**src/rtl/moda_pipe_mul.sv**
```systemverilog
// moda_pipe_mul
// Three-stage pipelined unsigned W x W multiplier with optional per-transaction
// truncation of selected half-width sub-products (approximate mode).
//
// Parameters
//   W      operand width (even, 4..32)
//   TRUNC  number of low bits cleared in an approximated sub-product (0..W/2)
//   AMASK  quadrants subject to approximation: bit0 LL, bit1 LH, bit2 HL, bit3 HH
//
// Ports
//   clk        rising-edge clock
//   rst_n      asynchronous active-low reset
//   in_valid   operand pair offered
//   in_ready   pipeline can take an operand pair this cycle
//   a, b       unsigned operands
//   approx_en  approximate mode for this operand pair
//   out_valid  result present on prod/out_approx
//   out_ready  downstream takes the result this cycle
//   prod       2W-bit product
//   out_approx approx_en that travelled with the result on prod
//
// Stages: S1 holds operands and mode, S2 holds the four sub-products and mode,
// S3 holds the final sum (the output registers). The whole pipe moves as one
// when advance is high, so bubbles stay where they are and a stalled result
// freezes everything behind it.

module moda_pipe_mul #(
    parameter int         W     = 16,
    parameter int         TRUNC = 4,
    parameter logic [3:0] AMASK = 4'b0001
) (
    input  logic            clk,
    input  logic            rst_n,
    input  logic            in_valid,
    output logic            in_ready,
    input  logic [W-1:0]    a,
    input  logic [W-1:0]    b,
    input  logic            approx_en,
    output logic            out_valid,
    input  logic            out_ready,
    output logic [2*W-1:0]  prod,
    output logic            out_approx
);

    localparam int H = W / 2;

    // Low TRUNC bits cleared, all others kept; TRUNC=0 gives all ones.
    localparam logic [W-1:0] TRUNC_MASK = {W{1'b1}} << TRUNC;

    // Apply truncation to one sub-product when its quadrant is approximated.
    function automatic logic [W-1:0] approx_sub(input logic [W-1:0] p,
                                                input logic       trunc_en);
        logic [W-1:0] r;
        if (trunc_en) begin
            r = p & TRUNC_MASK;
        end else begin
            r = p;
        end
        return r;
    endfunction

    logic            advance_s;

    logic            s1_valid_r;
    logic [W-1:0]    s1_a_r;
    logic [W-1:0]    s1_b_r;
    logic            s1_apx_r;

    logic            s2_valid_r;
    logic [W-1:0]    s2_ll_r;
    logic [W-1:0]    s2_lh_r;
    logic [W-1:0]    s2_hl_r;
    logic [W-1:0]    s2_hh_r;
    logic            s2_apx_r;

    logic [W-1:0]    ll_s;
    logic [W-1:0]    lh_s;
    logic [W-1:0]    hl_s;
    logic [W-1:0]    hh_s;
    logic [W:0]      mid_s;
    logic [2*W-1:0]  prod_s;

    // The pipe moves whenever the output slot is empty or being drained.
    assign advance_s = !out_valid || out_ready;
    assign in_ready  = advance_s;

    // Half-width sub-products of the S1 operands, truncated where selected.
    always_comb begin
        ll_s = W'(s1_a_r[H-1:0]) * W'(s1_b_r[H-1:0]);
        lh_s = W'(s1_a_r[H-1:0]) * W'(s1_b_r[W-1:H]);
        hl_s = W'(s1_a_r[W-1:H]) * W'(s1_b_r[H-1:0]);
        hh_s = W'(s1_a_r[W-1:H]) * W'(s1_b_r[W-1:H]);
        ll_s = approx_sub(ll_s, s1_apx_r && AMASK[0]);
        lh_s = approx_sub(lh_s, s1_apx_r && AMASK[1]);
        hl_s = approx_sub(hl_s, s1_apx_r && AMASK[2]);
        hh_s = approx_sub(hh_s, s1_apx_r && AMASK[3]);
    end

    // Recombine the S2 sub-products; the middle sum keeps its carry bit so
    // the 2W-bit result is exact.
    always_comb begin
        mid_s  = {1'b0, s2_lh_r} + {1'b0, s2_hl_r};
        prod_s = {s2_hh_r, {W{1'b0}}}
               + {{(H-1){1'b0}}, mid_s, {H{1'b0}}}
               + {{W{1'b0}}, s2_ll_r};
    end

    // Stage 1: capture operands and mode; valid follows the input handshake.
    always_ff @(posedge clk or negedge rst_n) begin
        if (!rst_n) begin
            s1_valid_r <= 1'b0;
            s1_a_r     <= {W{1'b0}};
            s1_b_r     <= {W{1'b0}};
            s1_apx_r   <= 1'b0;
        end else if (advance_s) begin
            s1_valid_r <= in_valid;
            s1_a_r     <= a;
            s1_b_r     <= b;
            s1_apx_r   <= approx_en;
        end
    end

    // Stage 2: capture the four (possibly truncated) sub-products and mode.
    always_ff @(posedge clk or negedge rst_n) begin
        if (!rst_n) begin
            s2_valid_r <= 1'b0;
            s2_ll_r    <= {W{1'b0}};
            s2_lh_r    <= {W{1'b0}};
            s2_hl_r    <= {W{1'b0}};
            s2_hh_r    <= {W{1'b0}};
            s2_apx_r   <= 1'b0;
        end else if (advance_s) begin
            s2_valid_r <= s1_valid_r;
            s2_ll_r    <= ll_s;
            s2_lh_r    <= lh_s;
            s2_hl_r    <= hl_s;
            s2_hh_r    <= hh_s;
            s2_apx_r   <= s1_apx_r;
        end
    end

    // Stage 3: registered outputs.
    always_ff @(posedge clk or negedge rst_n) begin
        if (!rst_n) begin
            out_valid  <= 1'b0;
            prod       <= {(2*W){1'b0}};
            out_approx <= 1'b0;
        end else if (advance_s) begin
            out_valid  <= s2_valid_r;
            prod       <= prod_s;
            out_approx <= s2_apx_r;
        end
    end

endmodule

```
**config.mk**
```make
export PLATFORM = sky130hd
export DESIGN_NAME = moda_pipe_mul
export DESIGN_NICKNAME = d
export VERILOG_FILES = /design/src/rtl/moda_pipe_mul.sv
export SDC_FILE = /design/constraint.sdc
export NUM_CORES = 1
export LEC_CHECK = 0
export BUFFER_PORTS_ARGS = -buffer_cell sky130_fd_sc_hd__buf_4
export CAP_MARGIN = 20
export CORE_MARGIN = 3
export CORE_UTILIZATION = 55
export CTS_BUF_LIST = sky130_fd_sc_hd__clkbuf_8
export DETAILED_ROUTE_END_ITERATION = 7
export GPL_TIMING_DRIVEN = 1
export PLACE_DENSITY = 0.75
export SETUP_SLACK_MARGIN = 0.3
export SYNTH_ARGS = -nofsm -noshare
export SYNTH_HDL_FRONTEND = slang
export SYNTH_SLANG_ARGS = --single-unit
export TNS_END_PERCENT = 50
```
**constraint.sdc**
```tcl
create_clock -name clk -period 4.8 [get_ports clk]
set_input_delay 0.96 -clock clk [delete_from_list [all_inputs] [get_ports clk]]
set_output_delay 0.96 -clock clk [all_outputs]
set_load 0.005 [all_outputs]
```
=== Yosys cells after proc, flatten, opt, wreduce, memory -nomap -nowiden ===
Index checks and enable logic that the tools add are counted.

* Logic and storage cells: 23
* Flip-flop bits (word level): 134

* Multipliers: 4
* Reduce and logical (&&, ||, !) cells: 2
* Muxes and demuxes: 1
* $add $sub $neg: 3

{| class="wikitable"
|+ Operator list
! kind !! number
|-
| $mul 8x8->16 || 4
|-
| $add 32x16->32 || 1
|-
| $add 32x25->32 || 1
|-
| $add 16x16->17 || 1
|-
| $mux 4 || 1
|-
| $logic_not 1->1 || 1
|-
| $logic_or 1x1->1 || 1
|}

=== Longest topological paths before layout ===
Gate-level depths: netlist (run 1).

* Depth in word-level cells: 3
* Depth in mapped cells: 18
* Mapped depth without buffers: 17

=== Worst setup path before layout (run 1) ===
No wires, ideal clock.

* Kind: register to register
* From: register s1_a_r[1]
* To: register s2_lh_r[15]
* Setup slack: 182 ps
* Cell stages (with the launch flop): 17
* Arrival: 4481 ps
* Period minus slack after synthesis: 4618 ps
* Required time: 4663 ps
* Cells stage by stage: dfrtp_1 clkbuf_1 and2_1 fa_1 fa_1 fa_1 inv_1 fa_1 inv_1 ha_1 a21o_1 or3_1 o221a_2 o21ai_0 o21ai_1 xnor2_1 a21oi_1

* Longest elaborated chain between the ends: 1

{| class="wikitable"
|+ RTL lines
! element !! line !! RTL
|-
| start, declared || 65 || <nowiki>logic [W-1:0] s1_a_r;</nowiki>
|-
| start signal, assigned || 112 || <nowiki>s1_a_r <= {W{1'b0}};</nowiki>
|-
| $mul 8x8->16 || 90 || <nowiki>lh_s = W'(s1_a_r[H-1:0]) * W'(s1_b_r[W-1:H]);</nowiki>
|-
| end signal, assigned || 128 || <nowiki>s2_lh_r <= {W{1'b0}};</nowiki>
|-
| end signal, assigned || 135 || <nowiki>s2_lh_r <= lh_s;</nowiki>
|-
| end, declared || 71 || <nowiki>logic [W-1:0] s2_lh_r;</nowiki>
|}

No other way between the ends.
A chain may end at the register's enable or synchronous reset.

=== Worst setup path in the final report (run 1) ===
* From: register s1_a_r[2]
* To: register s2_ll_r[10]

* Longest elaborated chain between the ends: 1

{| class="wikitable"
|+ RTL lines
! element !! line !! RTL
|-
| $mul 8x8->16 || 89 || <nowiki>ll_s = W'(s1_a_r[H-1:0]) * W'(s1_b_r[H-1:0]);</nowiki>
|-
| end signal, assigned || 127 || <nowiki>s2_ll_r <= {W{1'b0}};</nowiki>
|-
| end signal, assigned || 134 || <nowiki>s2_ll_r <= ll_s;</nowiki>
|-
| end, declared || 70 || <nowiki>logic [W-1:0] s2_ll_r;</nowiki>
|}

No other way between the ends.

==> results of run 1 <==
Yosys cell counts (12+ instances only):
master / count / area [µm²]
a211oi_1: 12 / 90.1
a21o_1: 29 / 218
a21oi_1: 86 / 430
and2_1: 205 / 1280
clkbuf_1: 62 / 233
dfrtp_1: 134 / 3350
fa_1: 146 / 2920
ha_1: 177 / 2210
inv_1: 206 / 773
nand2_1: 288 / 1080
nand2b_1: 13 / 81.3
nand3_1: 15 / 75.1
nor2_1: 76 / 285
o21ai_0: 49 / 245
xnor2_1: 35 / 307
xor2_1: 30 / 263
registers in the layout, summed over array words and instances, names as in the netlist:
register	count
s1_valid_r	1
s1_a_r	16
s1_apx_r	1
out_approx	1
prod	32
s2_ll_r	16
s2_hh_r	16
s2_hl_r	16
out_valid	1
s2_valid_r	1
s1_b_r	16
s2_lh_r	16
s2_apx_r	1
worst min-delay path by stage:
stage / from / endpoint
floorplan: s2_valid_r / s2_valid_r
global placement: s2_valid_r / s2_valid_r
detailed placement: s2_valid_r / out_valid
CTS: s2_valid_r / out_valid
global route: rst_n / out_valid
finish: rst_n / out_valid
area by class of cell:
| type | instances | share of cell area [%] |
|---|---|---|
| repair buffers | 157 | 7.49 |
| flip-flops and latches | 134 | 19.8 |
| inverters | 207 | 4.56 |
| well taps | 335 | 2.45 |
| multi-input cells | 1284 | 63.3 |
| clock buffers | 19 | 1.53 |
| clock inverters | 13 | 0.936 |
per-layer routing:
metal / track usage [%] / vias to the layer above / routed length, µm
met3: 4.13 / 59 / 1730
li1: - / 5660 / -
met1: 34.1 / 5748 / 16200
met5: 0 / - / 12
met4: 7.51 / 2 / 713
met2: 40.6 / 300 / 17000
repair_timing:
action	4_1_cts	5_1_grt
endpoints found under the setup margin	20	30
cloned	0	0
pin swaps	16	57
gates resized for setup	48	74
hold buffers	0	0
setup buffers	21	27
cells by family after synthesis:
kind of cell,count (synthesis),share of synthesized area (%)
and+or+nand+nor,634,20.5
adders and majority gates,323,34.7
buffers and inverters,271,6.88
AOI/OAI and AO/OA,260,11.2
DFF,134,22.7
xor gates and xnor gates,65,3.85
muxes,2,0.135
worst max-delay path: stages (launching register included):
cell	delay [ns]
dfrtp_2	0.47
buf_4	0.16
nand2_1	0.08
fa_1	0.46
fa_1	0.55
inv_1	0.06
fa_1	0.52
inv_1	0.05
fa_1	0.52
inv_1	0.07
ha_4	0.26
and2_1	0.16
a311o_1	0.36
a21oi_2	0.19
o21ba_2	0.17
xor2_1	0.16
a21oi_1	0.08
stage by stage:
step	instances	area, µm²	hold WS (ns)	utilization (%)
6_report	2149	17100	0.330	65.1
5_1_grt	2149	17100	0.320	65.1
4_1_cts	2120	16500	0.469	62.9
3_5_place_dp	2067	15800	0.448	60.1
3_3_place_gp	2067	15800	0.449	60.1
2_1_floorplan	1689	14800	0.430	-
==> impl_metrics.ini, run 1 <==
[cells_and_area]
nFillCells = 2121
multi_input_area_um2 = 10800
diodes = 0
final_cell_mix = nand2_1 (287), inv_1 (204), and2_1 (199)
seqCellArea_um2 = 3380
drive_gt1_share_pct = 15.5
layout_commonest_cell = nand2_1
final_net_count = 2161
synthToLayoutAreaGrowth_pct = 15.7

[floorplan]
rows = 59
die-area_um2 = 28900
die_w_um = 170
core_area_um2 = 26300
die_y_um = 170
start_util_pct = 56.3
ioPinCount = 72

[yosys]
syn_avg_cell_area_um2 = 8.76
synth_flop_cell = dfrtp_1
synth_area_um2 = 14800
syn_nets = 2049
synth_cells = 1689
synth_edf_count = 0
synth-warning-count = 0
async_flop_share_pct = 100
ys_seq_elements = 134
yosysSeqAreaShare_pct = 22.7
synth_cell_types = 56

[timing]
slew_violations = 0
setup_violations = 0
min_period_ns = 4.46
rsz0062_at_grt = yes
fin_skew_ns = 0.0275
layout_setup_ws_ns = 0.339
period_share_pct = 92.9
tightestPinTransition_ns = 0.625
slew_headroom_pct = 58.3
hold_viol = 0
fmax_ghz = 0.224
tns_ns = 0

[global_routing]
grt_pass1_wl_mm = 58.1
grt.overflow.total = 0
grt_antenna_before_repair = 1
grt_util_all_layers_pct = 24.8
grt_pass1_vias = 11897
grt_max_degree = 108

[placement]
numPortBuffers = 71
dp_slack_ns = 0.0481
place.gp.congestion = 0.888
hpwl_mm = 26.2

[critical_path]
r2r_setup_slack_ns = 0.34
timing.rr.start = s1_a_r[2]
cp.required_ns = 5.12
r2r_end = s2_ll_r[10]
crit_type = flip-flop to flip-flop
arrival_ns = 4.78
endpoint = s2_ll_r[10]
startpoint_type = flip-flop
cp_max_fo = 7
r2r_cells = 16
cp-end-kind = flip-flop
crit_start = s1_a_r[2]

[worst_hold_path]
worstHoldPathType = input port to asynchronous set/reset pin

[routing]
drt-initial-drc-count = 724
drt-pass1-iter-count = 5
drt.antenna.violating_nets = 0
wl_per_cell_um = 16.6
dr_total_vias = 11769
viasPerCell = 5.48
drc = 0
wl_mm = 35.6

[clocking]
clkTransAtPathRegs_ns = 0.10
cts.path.max_buffers = 2
cts_buffers = 17
root_buffer = clkbuf_8
clk_latency_ns = 0.47
cts_tree = done
clkSinkCount = 134
htreeDepth = 4

[flow_run]
cap_violations = 0

[status]
status = finished clean
Power of run 1 is not shown: default switching activity piles up to over one toggle a cycle in this logic, so the estimate is an artifact.
==> inputs of run 2 (changes only) <==
ABC_AREA = 1   (was not set)
==> run 2 against run 1 <==
  * Maximum frequency increased by 5.1%
  * Synthesized cell count up 34%
  * Register-to-register slack better by 0.22 ns
  * Design area rose by 1.3%
  * Final cell count is 25% higher
  * First-iteration DRC count increased by 32%
  * Die area is 8.1% higher
  * Clock skew down 0.0062 ns
  * Clock-buffer cell count down 1
  * Critical path depth up 1
  * Core utilization down 3.7 points
  * Critical path type unchanged
  * Highest routed layer is now met4
==> impl_metrics.ini, run 2 <==
[status]
status = finished clean

[yosys]
synth_edf_count = 0
synth_flop_cell = dfrtp_1
synthXorXnorAreaFrac_pct = 2.40
muxShareOfSynthArea_pct = 0
synth_fa_ha_area_share_pct = 32.0
yosysSeqAreaShare_pct = 20.9
syn_avg_cell_area_um2 = 7.09
yosysTopAreaCell = dfrtp_1
syn_nets = 2621
netlist_top_cells_area = dfrtp_1 (21%), nand2_1 (18%), fa_1 (18%), ha_1 (14%), inv_1 (12%)
synth_top_family_by_area = adder cells
yosysMostFrequentCell = nand2_1
synthTopCellsByCount = nand2_1 (785), inv_1 (522), ha_1 (177), fa_1 (146), dfrtp_1 (134)
ys_seq_elements = 134
synth_cell_types = 33
synth_compound_area_share_pct = 5.49
synth-warning-count = 0
synth_cells = 2261
async_flop_share_pct = 100
synth_area_um2 = 16000
synth-simple-area-share_pct = 24.6
synth_top_area_share_pct = 20.9

[critical_path]
crit_type = flip-flop to flip-flop
cp.required_ns = 5.14
cp-end-kind = flip-flop
cp_max_fo = 10
arrival_ns = 4.59
startpoint_type = flip-flop

[clocking]
htreeDepth = 4
cts.path.max_buffers = 2
clkTransAtPathRegs_ns = 0.10
clk_latency_ns = 0.47
cts_tree = done
clkSinkCount = 134
cts_buffers = 17
root_buffer = clkbuf_8

[timing]
min_period_ns = 4.24
period_share_pct = 88.4
rsz0062_at_grt = no
slew_violations = 0
layout_setup_ws_ns = 0.556
hold_viol = 0
tightestPinTransition_ns = 0.874
setup_violations = 0
fmax_ghz = 0.236
slew_headroom_pct = 41.7
tns_ns = 0
fin_skew_ns = 0.0213

[floorplan]
rows = 61
start_util_pct = 56.8
die_y_um = 177
die-area_um2 = 31200
die_w_um = 177
ioPinCount = 72
core_area_um2 = 28200

[routing]
drt.antenna.violating_nets = 0
drt-initial-drc-count = 956
drc = 0
wl_per_cell_um = 14.4
viasPerCell = 5.03
dr_total_vias = 13466
wl_mm = 38.5
drt-pass1-iter-count = 5

[cells_and_area]
largest_reg_flops = 32
final_net_count = 2645
synthToLayoutAreaGrowth_pct = 8.12
top_register = prod
layout_commonest_cell = nand2_1
final_cell_mix = nand2_1 (785), inv_1 (522), ha_1 (177)
nFillCells = 2651
drive_gt1_share_pct = 7.22
diodes = 0

[global_routing]
grt_max_degree = 162
grt_pass1_wl_mm = 64.8
grt_pass1_vias = 13381
grt_antenna_before_repair = 0
grt_util_all_layers_pct = 25.6
grt.overflow.total = 0

[flow_run]
cap_violations = 0

[placement]
place.gp.congestion = 0.882
hpwl_mm = 30.2
numPortBuffers = 71
dp_slack_ns = 0.293

[worst_hold_path]
worstHoldPathType = input port to asynchronous set/reset pin
-- run 2: cell count changes after synthesis, moves of 12 or more --
cell,delta
nand2_1,+497
a21o_1,-18
clkbuf_1,+12
inv_1,+316
buf_2,+17
nand2b_1,-13
o21ai_0,+16
a211oi_1,-12
and2_1,-203
a21oi_1,-45
xor2_1,-16
nand3_1,+73
-- run 2: worst paths after layout --
kind | start | slack [ns] | cells after the start | to
max | s1_a_r[1] | 0.56 | 17 | s2_lh_r[15]
min reg2reg | s2_valid_r | 0.46 | 2 | out_valid
max in group asynchronous | rst_n | 3.30 | 2 | s1_a_r[11]
min in group clk | s2_valid_r | 0.46 | 2 | out_valid
max reg2reg | s1_a_r[1] | 0.56 | 17 | s2_lh_r[15]
min | rst_n | 0.44 | 1 | s2_apx_r
-- run 2: repair_timing --
action | in CTS | in global routing
gates resized for setup | 2 | 16
buffers inserted | 0 | 1
endpoints found under the setup margin | 1 | 21
hold buffers | 0 | 0
-- run 2: cell families after synthesis --
group	count (synthesis)
buf+inv	616
simple gates	988
flops	134
compound gates	156
fa+ha+maj	323
xor+xnor	44
-- run 2: critical path: stages, from the launching register on --
cell and delay [ns]:
dfrtp_2 0.48, buf_4 0.21, nand2_1 0.08, inv_1 0.07
fa_1 0.51, fa_1 0.52, fa_1 0.54, inv_1 0.05
fa_1 0.52, inv_1 0.04, ha_1 0.36, a21o_1 0.22
a21oi_1 0.13, nand2_1 0.10, nand2_1 0.09, nand3_1 0.07
nand3_1 0.08, nand2_1 0.06
-- run 2: cell type report --
type	count	area [µm²]	share of cell area, %
Clock buffer	18	248	1.43
Sequential cell	134	3370	19.5
Inverter	525	1970	11.4
Timing Repair Buffer	96	749	4.32
Multi-Input combinational cell	1511	10400	59.7
Tap cell	378	473	2.73
Clock inverter	14	165	0.953
-- run 2: per-layer routing --
| metal | vias up | share of wire, % | global-route usage (%) |
|---|---|---|---|
| met3 | 53 | 4.8 | 2.42 |
| met5 | - | 0 | 0 |
| li1 | 6767 | - | - |
| met1 | 6292 | 46 | 35.7 |
| met2 | 354 | 47 | 43.5 |
| met4 | 0 | 2.1 | 6.28 |
-- run 2: stage by stage --
stage                     cell area [µm²]  hold WS (ns)  util [%]  instances
final                               17300         0.439      61.4       2676
after global routing                17300         0.470      61.4       2676
after CTS                           17300         0.447      61.3       2675
after detailed placement            16900         0.439      59.8       2643
after global placement              16900         0.431      59.8       2643
after floorplan                     16000         0.420         -       2261
Power of run 2 is left out for the same reason.
